`config.mk`:
```
export PLATFORM = sky130hd
export DESIGN_NAME = uart_rx
export DESIGN_NICKNAME = d
export VERILOG_FILES = /design/src/rtl/uart_pkg.sv /design/src/rtl/uart_rx_byte.sv /design/src/rtl/uart_rx.sv
export SDC_FILE = /design/constraint.sdc
export NUM_CORES = 1
export LEC_CHECK = 0
export CAP_MARGIN = 20
export CORE_ASPECT_RATIO = 0.7
export CORE_UTILIZATION = 56
export DETAILED_ROUTE_END_ITERATION = 7
export PLACE_DENSITY = 0.79
export SETUP_SLACK_MARGIN = 0.4
export SLEW_MARGIN = 25
export SYNTH_ARGS = -nofsm -noshare
export SYNTH_HDL_FRONTEND = slang
export SYNTH_SLANG_ARGS = --single-unit
```
`constraint.sdc`:
```
create_clock -name clk -period 2.1 [get_ports clk]
set_input_delay 0.315 -clock clk [delete_from_list [all_inputs] [get_ports clk]]
set_output_delay 0.315 -clock clk [all_outputs]
set_load 0.1 [all_outputs]
```
`src/rtl/uart_pkg.sv`:
```
// Shared UART command-path types: 24-bit command packet, opcodes and receive bit-FSM states.
// Pure type/constant package; no logic, no latency, no flow control.
package uart_pkg;

  typedef struct packed {
    logic [7:0] opcode;
    logic [7:0] addr;
    logic [7:0] data;
  } cmd_packet_t;

  localparam logic [7:0] CMD_READ  = 8'h01;
  localparam logic [7:0] CMD_WRITE = 8'h02;

  typedef enum logic [2:0] {
    IDLE,
    START,
    DATA,
    STOP,
    BREAK
  } rx_state_t;

endpackage

```
`src/rtl/uart_rx_byte.sv`:
```
// 8N1 byte deserializer: 2-flop rx synchronizer, oversampled bit FSM, LSB-first shift register.
// byte_valid/frame_err rise 1 clk after the stop-sampling tick; never stalls, no backpressure.
module uart_rx_byte
  import uart_pkg::*;
#(
  parameter int OVERSAMPLE = 16
) (
  input  logic       clk,
  input  logic       rst,
  input  logic       sample_tick,
  input  logic       rx,
  output logic [7:0] byte_data,
  output logic       byte_valid,
  output logic       frame_err,
  output logic       start_det,
  output logic       rx_idle
);

  localparam int             CW        = $clog2(OVERSAMPLE);
  localparam logic [CW-1:0]  HALF_LAST = CW'(OVERSAMPLE / 2 - 1);
  localparam logic [CW-1:0]  FULL_LAST = CW'(OVERSAMPLE - 1);

  rx_state_t     state, state_nxt;
  logic          sync1, rx_s, armed;
  logic [CW-1:0] tick_cnt;
  logic [2:0]    bit_cnt;
  logic [7:0]    shift;
  logic          cnt_clr, bit_smp, byte_done, frm_bad;

  // armed blocks a line held low across reset release from looking like a start bit
  always_ff @(posedge clk or negedge rst) begin
    if (!rst) begin
      sync1 <= 1'b1;
      rx_s  <= 1'b1;
      armed <= 1'b0;
    end else begin
      sync1 <= rx;
      rx_s  <= sync1;
      if (sample_tick && rx_s) armed <= 1'b1;
    end
  end

  always_ff @(posedge clk or negedge rst) begin
    if (!rst) state <= IDLE;
    else      state <= state_nxt;
  end

  always_comb begin
    state_nxt = state;
    cnt_clr   = 1'b0;
    bit_smp   = 1'b0;
    byte_done = 1'b0;
    frm_bad   = 1'b0;
    start_det = 1'b0;
    if (sample_tick) begin
      case (state)
        IDLE: if (armed && !rx_s) begin
          state_nxt = START;
          cnt_clr   = 1'b1;
          start_det = 1'b1;
        end
        START: if (tick_cnt == HALF_LAST) begin
          cnt_clr   = 1'b1;
          state_nxt = rx_s ? IDLE : DATA;
        end
        DATA: if (tick_cnt == FULL_LAST) begin
          cnt_clr = 1'b1;
          bit_smp = 1'b1;
          if (bit_cnt == 3'd7) state_nxt = STOP;
        end
        STOP: if (tick_cnt == FULL_LAST) begin
          cnt_clr = 1'b1;
          if (rx_s) begin
            byte_done = 1'b1;
            state_nxt = IDLE;
          end else begin
            frm_bad   = 1'b1;
            state_nxt = BREAK;
          end
        end
        BREAK: if (rx_s) state_nxt = IDLE;
        default: state_nxt = IDLE;
      endcase
    end
  end

  always_ff @(posedge clk or negedge rst) begin
    if (!rst) begin
      tick_cnt   <= '0;
      bit_cnt    <= '0;
      shift      <= '0;
      byte_valid <= 1'b0;
      frame_err  <= 1'b0;
    end else begin
      byte_valid <= byte_done;
      frame_err  <= frm_bad;
      if (sample_tick) tick_cnt <= cnt_clr ? '0 : tick_cnt + CW'(1);
      if (state != DATA) bit_cnt <= '0;
      else if (bit_smp)  bit_cnt <= bit_cnt + 3'd1;
      if (bit_smp) shift <= {rx_s, shift[7:1]};
    end
  end

  assign byte_data = shift;
  assign rx_idle   = (state == IDLE);

endmodule

```
`src/rtl/uart_rx.sv`:
```
// UART receive front end: groups 8N1 bytes into cmd_packet_t and writes them to the command FIFO.
// cmd_wr_en rises 2 clks after the last stop-bit tick; FIFO full drops the packet with overflow_err.
module uart_rx
  import uart_pkg::*;
#(
  parameter int OVERSAMPLE   = 16,
  parameter int PKT_BYTES    = 3,
  parameter int TIMEOUT_BITS = 32
) (
  input  logic        clk,
  input  logic        rst,
  input  logic        sample_tick,
  input  logic        rx,
  input  logic        cmd_fifo_full,
  output cmd_packet_t cmd_wr_data,
  output logic        cmd_wr_en,
  output logic        frame_err,
  output logic        overflow_err,
  output logic        timeout_err
);

  localparam int            TO_TICKS = TIMEOUT_BITS * OVERSAMPLE;
  localparam int            TW       = $clog2(TO_TICKS + 1);
  localparam logic [TW-1:0] TO_LAST  = TW'(TO_TICKS - 1);
  localparam logic [1:0]    LAST_IDX = 2'(PKT_BYTES - 1);

  logic [7:0]    byte_data;
  logic          byte_valid, byte_ferr, start_det, rx_idle;
  logic [1:0]    idx;
  logic [7:0]    opcode_q, addr_q;
  logic [TW-1:0] idle_cnt;
  logic          to_hit;

  uart_rx_byte #(.OVERSAMPLE(OVERSAMPLE)) u_byte (
    .clk        (clk),
    .rst        (rst),
    .sample_tick(sample_tick),
    .rx         (rx),
    .byte_data  (byte_data),
    .byte_valid (byte_valid),
    .frame_err  (byte_ferr),
    .start_det  (start_det),
    .rx_idle    (rx_idle)
  );

  assign frame_err = byte_ferr;
  assign to_hit    = sample_tick && rx_idle && (idx != 2'd0) && (idle_cnt == TO_LAST);

  // framer: a frame error, a completed packet or a timeout all realign to byte 0
  always_ff @(posedge clk or negedge rst) begin
    if (!rst) begin
      idx          <= '0;
      opcode_q     <= '0;
      addr_q       <= '0;
      cmd_wr_data  <= '0;
      cmd_wr_en    <= 1'b0;
      overflow_err <= 1'b0;
      timeout_err  <= 1'b0;
    end else begin
      cmd_wr_en    <= 1'b0;
      overflow_err <= 1'b0;
      timeout_err  <= 1'b0;
      if (byte_ferr) begin
        idx <= '0;
      end else if (byte_valid) begin
        case (idx)
          2'd0:    opcode_q <= byte_data;
          2'd1:    addr_q   <= byte_data;
          default: ;
        endcase
        if (idx == LAST_IDX) begin
          idx <= '0;
          if (cmd_fifo_full) begin
            overflow_err <= 1'b1;
          end else begin
            cmd_wr_en   <= 1'b1;
            cmd_wr_data <= {opcode_q, addr_q, byte_data};
          end
        end else begin
          idx <= idx + 2'd1;
        end
      end else if (to_hit) begin
        idx         <= '0;
        timeout_err <= 1'b1;
      end
    end
  end

  always_ff @(posedge clk or negedge rst) begin
    if (!rst) begin
      idle_cnt <= '0;
    end else if (start_det || idx == 2'd0 || to_hit) begin
      idle_cnt <= '0;
    end else if (sample_tick && rx_idle) begin
      idle_cnt <= idle_cnt + TW'(1);
    end
  end

endmodule

```
## After elaboration in Yosys (flattened, before gate mapping)

Cells that the tools add are included.

| storage, ports and cells | value |
|---|---|
| logic and storage cells | 107 |
| register bits | 78 |
| input bits | 5 |
| output and inout port bits | 28 |

| operators by class | value |
|---|---|
| add/sub/neg operators | 4 |
| multiplexer cells | 46 |
| reduce and logical (&&, ||, !) cells | 19 |
| equality and inequality tests | 17 |
| bitwise gates (word level) | 2 |

Operators with widths:

| operator | number |
|---|---|
| 1-bit two-way mux | 27 |
| 3-bit two-way mux | 9 |
| 10-bit two-way mux | 2 |
| 3-bit one-hot mux with 5 select lines | 1 |
| 2-bit by 1-bit != test with 1-bit output, second input constant | 6 |
| 10-bit by 1-bit adder with 10-bit output, second input constant | 1 |
| 10-bit by 9-bit == test with 1-bit output, second input constant | 1 |
| 2-bit two-way mux | 5 |
| 7-bit AND reduction | 1 |
| 3-bit by 2-bit == test with 1-bit output, second input constant | 2 |
| 3-bit == test, second input constant | 2 |
| 3-bit AND reduction | 2 |
| 2-bit nonzero test | 3 |
| 1-bit logical AND | 5 |
| 4-bit by 1-bit adder with 4-bit output, second input constant | 1 |
| 4-bit by 3-bit == test with 1-bit output, second input constant | 1 |
| 4-bit == test, second input constant | 1 |
| 4-bit two-way mux | 1 |
| 4-bit AND reduction | 1 |
| 3-bit by 1-bit adder with 3-bit output, second input constant | 1 |
| 3-bit by 1-bit == test with 1-bit output, second input constant | 1 |
| 3-bit logical NOT | 1 |
| 3-bit by 2-bit != test with 1-bit output, second input constant | 1 |
| 1-bit one-hot mux with 3 select lines | 1 |
| other kinds (9) | 11 |

## Longest topological paths before layout

Gate-level depths: netlist of run 1.

| logic depth | value |
|---|---|
| depth in word-level cells | 8 |
| depth in mapped cells | 6 |
| mapped depth without buffers | 5 |

## Modules after synthesis

Synthesis of run 1 repeated with hierarchy kept, for this count alone.

| second synthesis, totals | value |
|---|---|
| cell total of the unflattened synthesis | 248 |
| area, all modules | 3422.0 µm² |

Modules (own cells, without submodules):

| module | cells each | area an instance (µm²) | instances |
|---|---|---|---|
| uart_rx | 159 | 2359.8 | 1 |
| uart_rx_byte | 89 | 1062.3 | 1 |

## Least setup slack after synthesis of run 1

Ideal clock, no wire load.

| timing path | value |
|---|---|
| path kind | register to register |
| from | register u_byte.frame_err |
| to | register cmd_wr_data[15] (netlist bit) |
| clock period less this slack | 2.262 ns |
| arrival time | 2.136 ns |
| library setup time | 0.125 ns |
| required time | 1.975 ns |
| stages on the path, launching flop included | 5 |
| path slack | -0.162 ns |
| cells stage by stage | dfrtp_1 nand2b_1 nor4b_4 buf_2 mux2_2 |

| on the way | value |
|---|---|
| longest elaborated chain between the ends | 2 |

RTL lines:

| item | line | RTL |
|---|---|---|
| from (decl) | uart_rx_byte.sv:14 | `output logic frame_err,` |
| from (signal assigned) | uart_rx_byte.sv:96 | `frame_err <= frm_bad;` |
| 1-bit NOT (no line) | n/a |  |
| 4-bit AND reduction (no line) | n/a |  |
| to (signal assigned) | uart_rx.sv:77 | `cmd_wr_data <= {opcode_q, addr_q, byte_data};` |
| to (decl) | uart_rx.sv:15 | `output cmd_packet_t cmd_wr_data,` |

Every way passes these cells.
A chain may end at the register's enable or synchronous reset.

## Final worst setup path of run 1

| timing path | value |
|---|---|
| from | register u_byte.state[0] |
| to | register idle_cnt[9] |

| on the way | value |
|---|---|
| longest elaborated chain between the ends | 6 |
| elaborated cells on any way between the ends | 10 |
| classes of those cells | mux (3); reduce/logical (7) |

RTL lines:

| item | line | RTL |
|---|---|---|
| from (decl) | uart_rx_byte.sv:23 | `rx_state_t state, state_nxt;` |
| from (signal assigned) | uart_rx_byte.sv:45 | `else state <= state_nxt;` |
| 3-bit logical NOT * | uart_rx_byte.sv:56, uart_rx_byte.sv:105 |  |
| 1-bit two-way mux / 1-bit logical AND (equally long branches) | uart_rx_byte.sv:56, uart_rx.sv:47, uart_rx.sv:94 |  |
| 1-bit two-way mux / 1-bit logical AND (equally long branches) | uart_rx_byte.sv:55, uart_rx.sv:47 |  |
| 1-bit logical OR / 1-bit logical AND (equally long branches) | uart_rx.sv:92, uart_rx.sv:47 |  |
| 1-bit logical OR | uart_rx.sv:92 | `end else if (start_det \|\| idx == 2'd0 \|\| to_hit) begin` |
| 10-bit two-way mux / 2-bit nonzero test (equally long branches) | n/a |  |
| to (signal assigned) | uart_rx.sv:95 | `idle_cnt <= idle_cnt + TW'(1);` |
| to (decl) | uart_rx.sv:31 | `logic [TW-1:0] idle_cnt;` |

Every way passes the cells marked *; elsewhere a longest branch is shown, timed or not.

==> results.md, run 1 <==
- The leakage power total is 1.93 nW.
- The detailed router finished its first iteration with between 40 and 50 violations.
- The share of layout cells above drive strength 1 is 42.3%.
- At the end of routability-driven placement, the weighted congestion stood at 0.790.
- The number of max-slew violations in the final report is 0.
- The summed negative setup slack over all endpoints is 0 ps.
- In the routed design, unresolved DRC markers number 0.
- For the worst setup path, the data arrival time is roughly 1900 ps.
- Once the floorplan was initialized, standard cells occupied 60.5% of the core.
- Sorting the synthesized cells by area gives the leading types as sky130_fd_sc_hd__dfrtp_1 58%, sky130_fd_sc_hd__mux2_2 16%, sky130_fd_sc_hd__nor2_1 2.2%.
- The maximum number of pins on one net before global-route repair is 38.
- The highest achievable clock rate is 0.586 GHz.
- The number of clock sinks seen by CTS is between 70 and 80.
- The top cell type by area accounts for roughly 58% of the synthesized area.
- Summed over all layers, the routed wires come to 5710 µm.
- The final period utilization is 81.2%.
- Setup repair after global routing could not meet its margin everywhere.
- The total area inside the core boundary comes to 0.00545 mm².
- The clock transition at the registers of the reported paths is 80 ps.
- The number of H-tree levels is 3.
- The flow ran to the end, and the final reports show no timing, DRC or antenna violations.
- The count of buffers inserted at the top-level ports is 32.
- The number of global-route vias before repair is 1,990.
- The average via count per standard cell is 5.50.
- The height of the die is 66.2 µm.
- Walking the worst path, the cells encountered are or4b_4 > nor4_4 > xnor2_1 > nor2_2.
- The worst-case IR drop observed on VDD is 0.440 mV.
- Detailed placement finished with a half-perimeter wire length of roughly 4000 µm.
- The total non-filler cell area in the finished layout is 0.00393 mm².
- In this run the count of I/O pins placed on the die edge is 33.
- Ranked by instance count, the synthesized netlist is headed by 76 x sky130_fd_sc_hd__dfrtp_1, 48 x sky130_fd_sc_hd__mux2_2, 19 x sky130_fd_sc_hd__nor2_1, 14 x sky130_fd_sc_hd__nand2_1.
- The depth of the worst hold-timing path is 0.
- Counting cells, the worst reg-to-reg path comes to 4.
- Registers take a little under 0.002 mm².
- The number of max-cap violations is 0.
- On the worst path, the slowest cell contributes a delay of between 600 and 700 ps.
- The area of the mapped netlist is 0.00330 mm².
- The critical register-to-register path endpoint is idle_cnt[9].
- In this run the critical register-to-register path is launched from u_byte.state[0].
- The floorplan has 22 rows.
- In this run, distinct cell masters in the synthesized netlist total 46.
- The global-route usage over all layers is 21.2%.
- The post-synth net total is 254.
- The clock period minus worst slack is 1710 ps.
- In this run the worst path has a maximum fanout of 8.
- The pre-antenna-repair detailed-routing pass consisted of 4 iterations.
- TritonCTS built the clock tree.
- The final layout contains 303 nets.
- The die covers between 0.006 and 0.007 mm².
- The kind of cell adding the most delay to the critical path is simple AND/OR/NAND/NOR gates.
- The path with the worst hold slack has its endpoint at u_byte.rx_s.
- Setup slack on the worst reg-to-reg path comes out at 390 ps.
- The number of hold violations in the final report is 0.
- Of all cell types, the one taking the most synthesized area is sky130_fd_sc_hd__dfrtp_1.
- The library cell used as clock root buffer is sky130_fd_sc_hd__clkbuf_8.
- The synthesized design contains 0 enable-type register cells.
- In this run, synthesis produced a sequential element count of 78.
- The number of antenna violations at the first check in global routing was 0.
- The synthesized instance count is 245.
- sky130_fd_sc_hd__dfrtp_1 is the most common cell in the netlist.
- Dividing the synthesized area by the synthesized cell count gives roughly 13 µm².
- For the worst setup path, the data required time is approximately 2300 ps.
- The power per unit of standard cell area is between 800 and 900 mW/mm².
- The number of antenna diodes in the final layout is 0.
- The transition time at the pin with the least slew margin is 455 ps.
- The fill cell total of the finished layout is 370.
- In this run the horizontal extent of the chip is 93.7 µm.
- The first global-routing pass estimated between 9000 and 10,000 µm of wire.
- On the final layout, the worst clock skew is 7.11 ps.
- Compared with the post-synthesis result, the final layout area differs by 19.1%.
- For this block, the via count after detailed routing is around 2,000.
- Of all flip-flops after synthesis, the portion carrying an async set or reset was 100%.
- The most used flip-flop cell after synthesis is sky130_fd_sc_hd__dfrtp_1.
- The CTS buffer count is 9.
- In this run the tightest slew margin relative to its limit is 69.4%.
- The largest buffer count on any clock path is 2.
- For this run, the number of Yosys warnings is 0.
- The element type at the critical path start is a flip-flop.
- Setup violations remaining at the end of the flow were counted as 0.
- The sequential area share after synthesis is 59.3%.
- The placed instances occupy a cell area of ~0.0037 mm².
- The total congestion overflow after global routing is 0.
- After detailed routing, the average wire length per cell comes to ~15 µm.
- The classification of the worst setup path is reg2reg.
- The area taken by multi-input logic gates is 0.00132 mm².
- The cell at the slowest stage of the critical path is sky130_fd_sc_hd__or4b_4.
- The count of buffering cells on the critical path with inverters included is 0.
- The tightest hold path in the finished design has a slack of 358 ps.
- In this run the remaining antenna-violating nets after routing total 0.
- STA classifies the critical path endpoint as a flip-flop.
- The tightest min-delay check is of the reg2reg type.
- The clock network latency to the later pin of the worst-skew pair is 340 ps.
- The startpoint identified for the worst hold timing path is u_byte.sync1.
## final cells by class
cell class,instances,share of cell area (%)
clock buffer,11,3.60
clock inverter,4,1.21
inverter,1,0.0956
multi-input combinational,158,33.5
sequential,78,49.9
tap,72,2.29
timing repair buffer,46,9.37
## logic make-up after synthesis
| logic type | share of synthesized area, % |
|---|---|
| compound gates | 3.49 |
| xor+xnor | 3.72 |
| fa+ha+maj | 1.52 |
| buf+inv | 2.01 |
| flops | 59.3 |
| mux | 16.7 |
| simple gates | 13.2 |
## power by group
group | total (W) | internal [W] | leakage, nW | switching (W)
clock | 0.00108 | 0.000571 | 0.0952 | 0.000508
combinational | 0.000551 | 0.000268 | 0.778 | 0.000284
sequential | 0.00179 | 0.00162 | 1.05 | 0.000165
## flip-flops by register name, indices dropped and copies added, names as in the netlist
name               count
cmd_wr_data           24
idle_cnt              10
addr_q                 8
opcode_q               8
u_byte.byte_data       8
u_byte.tick_cnt        4
u_byte.bit_cnt         3
u_byte.state           3
idx                    2
cmd_wr_en              1
overflow_err           1
timeout_err            1
u_byte.armed           1
u_byte.byte_valid      1
u_byte.frame_err       1
u_byte.rx_s            1
u_byte.sync1           1
## through the flow
| stage | cells | power (W) | setup WS (ps) | utilization (%) |
|---|---|---|---|---|
| after CTS | 366 | 0.00342 | 395 | 71.3 |
| after floorplan | 245 | 0.00218 | 171 | - |
| after global placement | 350 | 0.00228 | 196 | 67.3 |
| final | 370 | 0.00342 | 395 | 72.0 |
| after detailed placement | 350 | 0.00230 | 121 | 67.3 |
| after global routing | 370 | 0.00359 | 359 | 72.0 |
## repair_timing
item / CTS / global route
endpoints found under the hold margin: 34 / 0
pin swaps: 2 / 1
endpoints found under the setup margin: 9 / 46
hold buffers: 1 / 0
setup buffers: 0 / 4
gates resized for setup: 6 / 3
## worst register-to-register path: stages (launching register included)
cell and delay (ps):
sky130_fd_sc_hd__dfrtp_1 490, sky130_fd_sc_hd__or4b_4 610, sky130_fd_sc_hd__nor4_4 290, sky130_fd_sc_hd__xnor2_1 170, sky130_fd_sc_hd__nor2_2 40
## cells in the final DEF, fill, tap and decap left out, types with 3 or more instances in the layout
cell,n
sky130_fd_sc_hd__a21oi_1,6
sky130_fd_sc_hd__buf_4,41
sky130_fd_sc_hd__clkbuf_8,10
sky130_fd_sc_hd__clkdlybuf4s50_1,3
sky130_fd_sc_hd__dfrtp_1,74
sky130_fd_sc_hd__ha_1,3
sky130_fd_sc_hd__mux2_2,48
sky130_fd_sc_hd__nand2_1,13
sky130_fd_sc_hd__nand3_1,7
sky130_fd_sc_hd__nand4_1,5
sky130_fd_sc_hd__nor2_1,18
sky130_fd_sc_hd__nor3_1,3
sky130_fd_sc_hd__o21ai_0,3
sky130_fd_sc_hd__xnor2_1,7
sky130_fd_sc_hd__xor2_1,7
## worst max path at each step
stage	slack (ps)	startpoint	end	cells after the start
after CTS	390	u_byte.state[2]	idle_cnt[9]	4
after global routing	360	u_byte.state[0]	idle_cnt[9]	4
final	390	u_byte.state[0]	idle_cnt[9]	4
after detailed placement	120	sample_tick	idle_cnt[6]	6
after global placement	200	sample_tick	idle_cnt[0]	6
after floorplan	170	u_byte.frame_err	cmd_wr_data[15]	4
## per-layer routing
metal / wire, µm / GRT usage [%] / part of all wire (%) / up-vias
met1: 2840 / 28.5 / 50 / 1029
met3: 187 / 5.63 / 3.3 / 9
met2: 2590 / 32.1 / 45 / 34
met4: 95 / 9.81 / 1.7 / 0
li1: - / - / - / 962
met5: 0 / 0 / 0 / -
Note: power is estimated with default switching activity, not from simulation.
==> run 2, diff against run 1 <==
- CORE_UTILIZATION: 56 -> 51
- PLACE_DENSITY: 0.79 -> 0.75
- clock period: 2.1 -> 1.45 ns (I/O delays scaled with it)
==> results.md, run 2 (synthesis gave the netlist of run 1 again) <==
- The headroom to the max-slew limit is 76.5% (+7.1 points).
- Compared with the post-synthesis result, the final layout area differs by 64.3%.
- The total iterations of the first detailed-routing run was 7 (+3).
- The register containing the most flip-flops in the final layout is cmd_wr_data.
- The classification of the worst setup path is reg2reg.
- The share of total power in sequential cells is 38.6% (-14 points).
- The worst setup path is captured at a flip-flop.
- The internal power component was 0.00465 W (+89%).
- The largest buffer count on any clock path is 2 (unchanged).
- The number of hold violations in the final report came to 0 (unchanged).
- The summed negative setup slack over all endpoints was -13,510 ps (-13,510 ps).
- The smallest setup slack after layout is -279 ps (-674 ps).
- The arrival time at the worst endpoint is 1980 ps (+40 ps).
- In the layout the commonest cells are 53 x sky130_fd_sc_hd__dfrtp_1, 51 x sky130_fd_sc_hd__buf_4, 48 x sky130_fd_sc_hd__mux2_4.
- The transition time at the pin with the least slew margin is 353 ps (-102 ps).
- The CTS buffer count is 9 (unchanged).
- The final routed DRC violation total is 1 (+1).
- The share of layout cells above drive strength 1 is 66.2% (+24 points).
- The total congestion overflow after global routing is 0 (unchanged).
- The largest registers in the layout are cmd_wr_data (24), idle_cnt (10).
- The wire length of the first global-routing pass was 14,100 µm (+47%).
- The number of design-rule violations left by the first detailed-router iteration was 138 (+210%).
- The leakage power total is 2.51 nW (+30%).
- The critical-path maximum fanout is 6 (-2).
- The placement row count came to 24 (+9.1%).
- The number of max-slew violations in the final report is 0 (unchanged).
- The highest achievable clock rate is 0.578 GHz (-1.4%).
- The final core utilization is 86.7% (+15 points).
- The run finished, with violations left.
- In this run the critical register-to-register path is launched from u_byte.frame_err.
- The tightest min-delay check is of the in2reg type.
- The most common cell after layout, fill and taps aside is sky130_fd_sc_hd__dfrtp_1.
- The maximum number of pins on one net before global-route repair is 31 (-18%).
- The switching component of the power is 0.00201 W (+110%).
- The highest ir drop seen on vdd is 0.880 mV (+100%).
- The power per unit of standard cell area is 1230 mW/mm² (+41%).
- The global-route usage over all layers is 28.5% (+7.4 points).
- The post-DP HPWL is 4770 µm (+22%).
- The final period utilization came to 119% (+38 points).
- The setup-violating endpoint count in the final report is 69 (+69).
- The clock period minus worst slack was 1730 ps (+23.9 ps).
- The number of flip-flops in the largest register is 24 (unchanged).
- The checks that failed: design-rule violations, negative setup slack.
- The library cell used as clock root buffer is sky130_fd_sc_hd__clkbuf_8.
- The layout net count is 365 (+20%).
- The number of antenna diodes is 0 (unchanged).
- The number of global-route vias before repair is 2,626 (+32%).
- The power share of the clock group was 34.0% (+2.4 points).
- TritonCTS built the clock tree.
- The overall routed net length is 11,000 µm (+93%).
- The initial cell density of the core is 52.8% (-7.7 points).
- The number of clock sinks seen by CTS is 78 (unchanged).
- The required time at the worst-slack endpoint is 1700 ps (-640 ps).
- The worst clock skew is 9.56 ps (+2.45 ps).
- Setup repair after global routing could not meet its margin everywhere.
- The horizontal die dimension is 98.1 µm (+4.7%).
- The average wire length per cell after detail routing is 25.1 µm (+62%).
- The area of the die is 0.00679 mm² (+9.5%).
- The fill cell total of the finished layout is 227 (-39%).
- The detailed-route via count is 2,629 (+29%).
- The worst hold path begins at rx.
- The worst hold slack is 254 ps (-103 ps).
- The number of H-tree levels is 3 (unchanged).
- The critical path starts at u_byte.frame_err.
- The switching fraction of total power is 30.2% (+2.2 points).
- The number of antenna violations at the first check in global routing is 0 (unchanged).
- The height of the die was 69.3 µm (+4.6%).
- The average via count per standard cell is 5.99 (+8.9%).
- The clock transition at the registers of the reported paths is 90 ps (about the same).
- The combinational fraction of design power is 27.4% (+11 points).
- The number of nets still failing antenna checks after routing was 0 (unchanged).
- The element type at the critical path start is a flip-flop.
- The placeable core region is 0.00625 mm² (+15%).
- The count of buffers inserted at the top-level ports is 32 (unchanged).
- The overall power consumption was 0.00666 W (+95%).
- The number of I/O pins came to 33 (unchanged).
- The clock network latency to the later pin of the worst-skew pair came to 370 ps (+30 ps).
- The routability congestion estimate is 0.805 (+1.9%).
- The number of max-cap violations is 0 (unchanged).
[run 2: path summary, 6_finish.rpt]
kind	to	slack, ps	cells past startpoint
max reg2reg	cmd_wr_data[21]	-280	5
min in group asynchronous	opcode_q[2]	300	2
min	u_byte.sync1	250	1
max	cmd_wr_data[21]	-280	5
min reg2reg	u_byte.rx_s	360	0
max in group asynchronous	cmd_wr_data[17]	610	3
[run 2: worst max-delay path, stage by stage, from the launching register on]
cell                        delay, ps
sky130_fd_sc_hd__dfrtp_4          490
sky130_fd_sc_hd__nand2b_4         170
sky130_fd_sc_hd__nor4b_4          280
sky130_fd_sc_hd__buf_6            180
sky130_fd_sc_hd__clkbuf_16        170
sky130_fd_sc_hd__mux2_4           300
[run 2: metrics by stage]
stage	area, µm²	std cells	worst slack [ps]
floorplan	3460	245	-479
global placement	4440	390	-300
detailed placement	4440	390	-359
CTS	5040	422	-247
global route	5420	439	-290
finish	5420	439	-279
[run 2: layout make-up]
type / count / area (µm²) / share of cell area (%)
multi-input cells: 158 / 1720 / 31.8
repair buffers: 108 / 1330 / 24.5
clock inverters: 6 / 140 / 2.59
well taps: 78 / 97.6 / 1.80
inverters: 1 / 3.75 / 0.0693
clock buffers: 10 / 138 / 2.54
flip-flops and latches: 78 / 1990 / 36.7
[run 2: layer usage]
layer / vias to the layer above / share of wire, % / track usage, %
li1: 1091 / - / -
met1: 1361 / 39 / 36.9
met2: 131 / 50 / 45.4
met4: 0 / 5.1 / 14.8
met3: 46 / 6.2 / 6.65
met5: - / 0 / 0
[run 2: what timing repair did]
item	in CTS	in global routing
hold endpoints to repair	20	0
gates resized for setup	47	53
buffers inserted	15	14
cloned	0	3
pin swaps	18	10
endpoints found under the setup margin	103	103
hold buffers	1	0
[run 2: power groups by stage]
stage / Sequential, W / Combinational [W] / Clock (W)
after floorplan: 0.00255 / 0.000705 / 0
after global placement: 0.00255 / 0.00119 / 0
after detailed placement: 0.00256 / 0.00124 / 0
after CTS: 0.00252 / 0.00145 / 0.00226
after global routing: 0.00259 / 0.00193 / 0.00237
final: 0.00257 / 0.00182 / 0.00227
==> run 3, diff against run 2 <==
- ABC_CLOCK_PERIOD_IN_PS: unset -> 1450
- MAX_ROUTING_LAYER: unset -> met4
==> results.md, run 3 (synthesis gave the netlist of run 1 again) <==
- Setup repair after global routing could not meet its margin everywhere.
- The number of max-cap violations is 0 (unchanged).
- The clock network latency to the later pin of the worst-skew pair is 370 ps (about the same).
- The placeable core region is 0.00625 mm² (unchanged).
- The required time at the worst-slack endpoint is 1700 ps (about the same).
- The number of max-slew violations in the final report is 0 (unchanged).
- The highest ir drop seen on vdd was 0.879 mV (about the same).
- The number of antenna violations at the first check in global routing is 0 (unchanged).
- The initial cell density of the core is 52.8% (unchanged).
- The largest individual stage delay along the critical path comes from the cell sky130_fd_sc_hd__dfrtp_4.
- The final reports fail on design-rule violations, negative setup slack.
- The run finished, with violations left.
- The total congestion overflow after global routing is 0 (unchanged).
- The leakage power total is 2.51 nW (unchanged).
- The worst clock skew is 9.30 ps (-0.260 ps).
- Among cell families on the critical path, the largest total delay comes from flip-flops.
- The largest incremental delay on the critical path is 490 ps (about the same).
- The total non-filler cell area in the finished layout is 0.00542 mm² (unchanged).
- The highest achievable clock rate is 0.576 GHz (-0.47%).
- The setup-violating endpoint count in the final report is 68 (-1.4%).
- The clock period minus worst slack is 1740 ps (+8.21 ps).
- The worst setup path is launched from a flip-flop.
- The number of antenna diodes is 0 (unchanged).
- The headroom to the max-slew limit is 76.3% (-0.13 points).
- The maximum number of pins on one net before global-route repair is 31 (unchanged).
- The final period utilization is 120% (+0.57 points).
- The path class of the tightest hold or removal check is in2reg.
- The share of layout cells above drive strength 1 is 66.2% (unchanged).
- Leaving out fill and tap cells, the most frequent cell in the layout is sky130_fd_sc_hd__dfrtp_1.
- The number of design-rule violations left by the first detailed-router iteration is 158 (+14%).
- The clock transition at the registers of the reported paths came to 90 ps (about the same).
- The layout net count was 365 (unchanged).
- The count of buffers inserted at the top-level ports is 32 (unchanged).
- The largest buffer count on any clock path is 2 (unchanged).
- The detailed-route via count came to 2,618 (-0.42%).
- The horizontal die dimension is 98.1 µm (unchanged).
- The global-route usage over all layers is 29.4% (+0.91 points).
- STA classifies the critical path endpoint as a flip-flop.
- The library cell used as clock root buffer is sky130_fd_sc_hd__clkbuf_8.
- The average via count per standard cell is 5.96 (-0.42%).
- The number of I/O pins came to 33 (unchanged).
- The area of the die was 0.00679 mm² (unchanged).
- The count of buffering cells on the critical path with inverters included is 2 (unchanged).
- The number of global-route vias before repair is 2,628 (+0.076%).
- The number of nets still failing antenna checks after routing came to 0 (unchanged).
- The number of H-tree levels is 3 (unchanged).
- The final routed DRC violation total was 1 (unchanged).
- The arrival time at the worst endpoint is 1990 ps (about the same).
- The power per unit of standard cell area is 1230 mW/mm² (about the same).
- The number of flip-flops in the largest register came to 24 (unchanged).
- The smallest setup slack after layout is -287 ps (-8.21 ps).
- The overall routed net length is 11,000 µm (+0.29%).
- The largest registers in the layout are cmd_wr_data (24), idle_cnt (10).
- The CTS buffer count is 9 (unchanged).
- The number of hold violations in the final report is 0 (unchanged).
- The height of the die is 69.3 µm (unchanged).
- The critical-path maximum fanout is 6 (unchanged).
- The area added between synthesis and finish is 64.3% (unchanged).
- The worst hold slack is 252 ps (-2.16 ps).
- The classification of the worst setup path is reg2reg.
- The wire length of the first global-routing pass is 14,100 µm (about the same).
- The number of clock sinks seen by CTS is 78 (unchanged).
- The total iterations of the first detailed-routing run is 6 (-1).
- The transition time at the pin with the least slew margin is 355 ps (+1.93 ps).
- The post-DP HPWL is 4770 µm (unchanged).
- The placement row count is 24 (unchanged).
- The average wire length per cell after detail routing is 25.1 µm (+0.29%).
- The pre-CTS worst setup slack is -359 ps (unchanged).
- The register with the most flip-flops in the final layout is cmd_wr_data.
- The routability congestion estimate is 0.817 (+1.5%).
- In the layout the commonest cells are 53 x sky130_fd_sc_hd__dfrtp_1, 51 x sky130_fd_sc_hd__buf_4, 48 x sky130_fd_sc_hd__mux2_4.
- Walking the worst path, the cells encountered are nand2b_4 > nor4b_4 > buf_6 > clkbuf_16 > mux2_4.
- The summed negative setup slack over all endpoints is -13,630 ps (-127 ps).
- The placement-stage cell area came to 0.00444 mm² (unchanged).
- TritonCTS built the clock tree.
## run 3: per-stage QoR
stage	cells	power, W	util [%]
after CTS	422	0.00623	80.6
after detailed placement	390	0.00380	71.0
after floorplan	245	0.00326	-
after global placement	390	0.00373	71.0
final	439	0.00667	86.7
after global routing	439	0.00689	86.7
## run 3: worst register-to-register path, cell delays in order, from the launching register on
cell,delay [ps]
sky130_fd_sc_hd__dfrtp_4,490
sky130_fd_sc_hd__nand2b_4,170
sky130_fd_sc_hd__nor4b_4,290
sky130_fd_sc_hd__buf_6,190
sky130_fd_sc_hd__clkbuf_16,180
sky130_fd_sc_hd__mux2_4,310
## run 3: worst paths after layout
| check | startpoint | end | slack (ps) | depth (start not counted) |
|---|---|---|---|---|
| max | u_byte.frame_err | cmd_wr_data[21] | -290 | 5 |
| min | rx | u_byte.sync1 | 250 | 1 |
| max reg2reg | u_byte.frame_err | cmd_wr_data[21] | -290 | 5 |
| min reg2reg | u_byte.sync1 | u_byte.rx_s | 360 | 0 |
| max in group asynchronous | rst | cmd_wr_data[17] | 600 | 3 |
| min in group asynchronous | rst | opcode_q[2] | 300 | 2 |
## run 3: area by class of cell
| cell class | count | area, µm² |
|---|---|---|
| clock buffers | 10 | 138 |
| clock inverters | 6 | 140 |
| fillers | 227 | 831 |
| inverters | 1 | 3.75 |
| multi-input cells | 158 | 1720 |
| flip-flops and latches | 78 | 1990 |
| well taps | 78 | 97.6 |
| repair buffers | 108 | 1330 |
## run 3: timing repair
action / CTS / global route
endpoints found under the setup margin: 103 / 103
cloned: 0 / 3
resized for setup: 47 / 53
pin swaps: 18 / 10
buffers inserted: 15 / 14
hold buffers: 1 / 0
endpoints found under the hold margin: 20 / 0
## run 3: report_power, final
group | total (W) | internal [W] | switching [W] | leakage [nW]
Combinational | 0.00182 | 0.000914 | 0.000910 | 1.35
Sequential | 0.00258 | 0.00236 | 0.000220 | 1.02
Clock | 0.00227 | 0.00138 | 0.000888 | 0.139
## run 3: per-layer routing
metal  vias to the layer above  global-route usage [%]  wire, µm
li1                       1086                       -         -
met4                         0                    14.8       569
met2                       124                    45.4      5440
met3                        48                    6.55       582
met5                         -                       -         0
met1                      1360                    37.1      4440
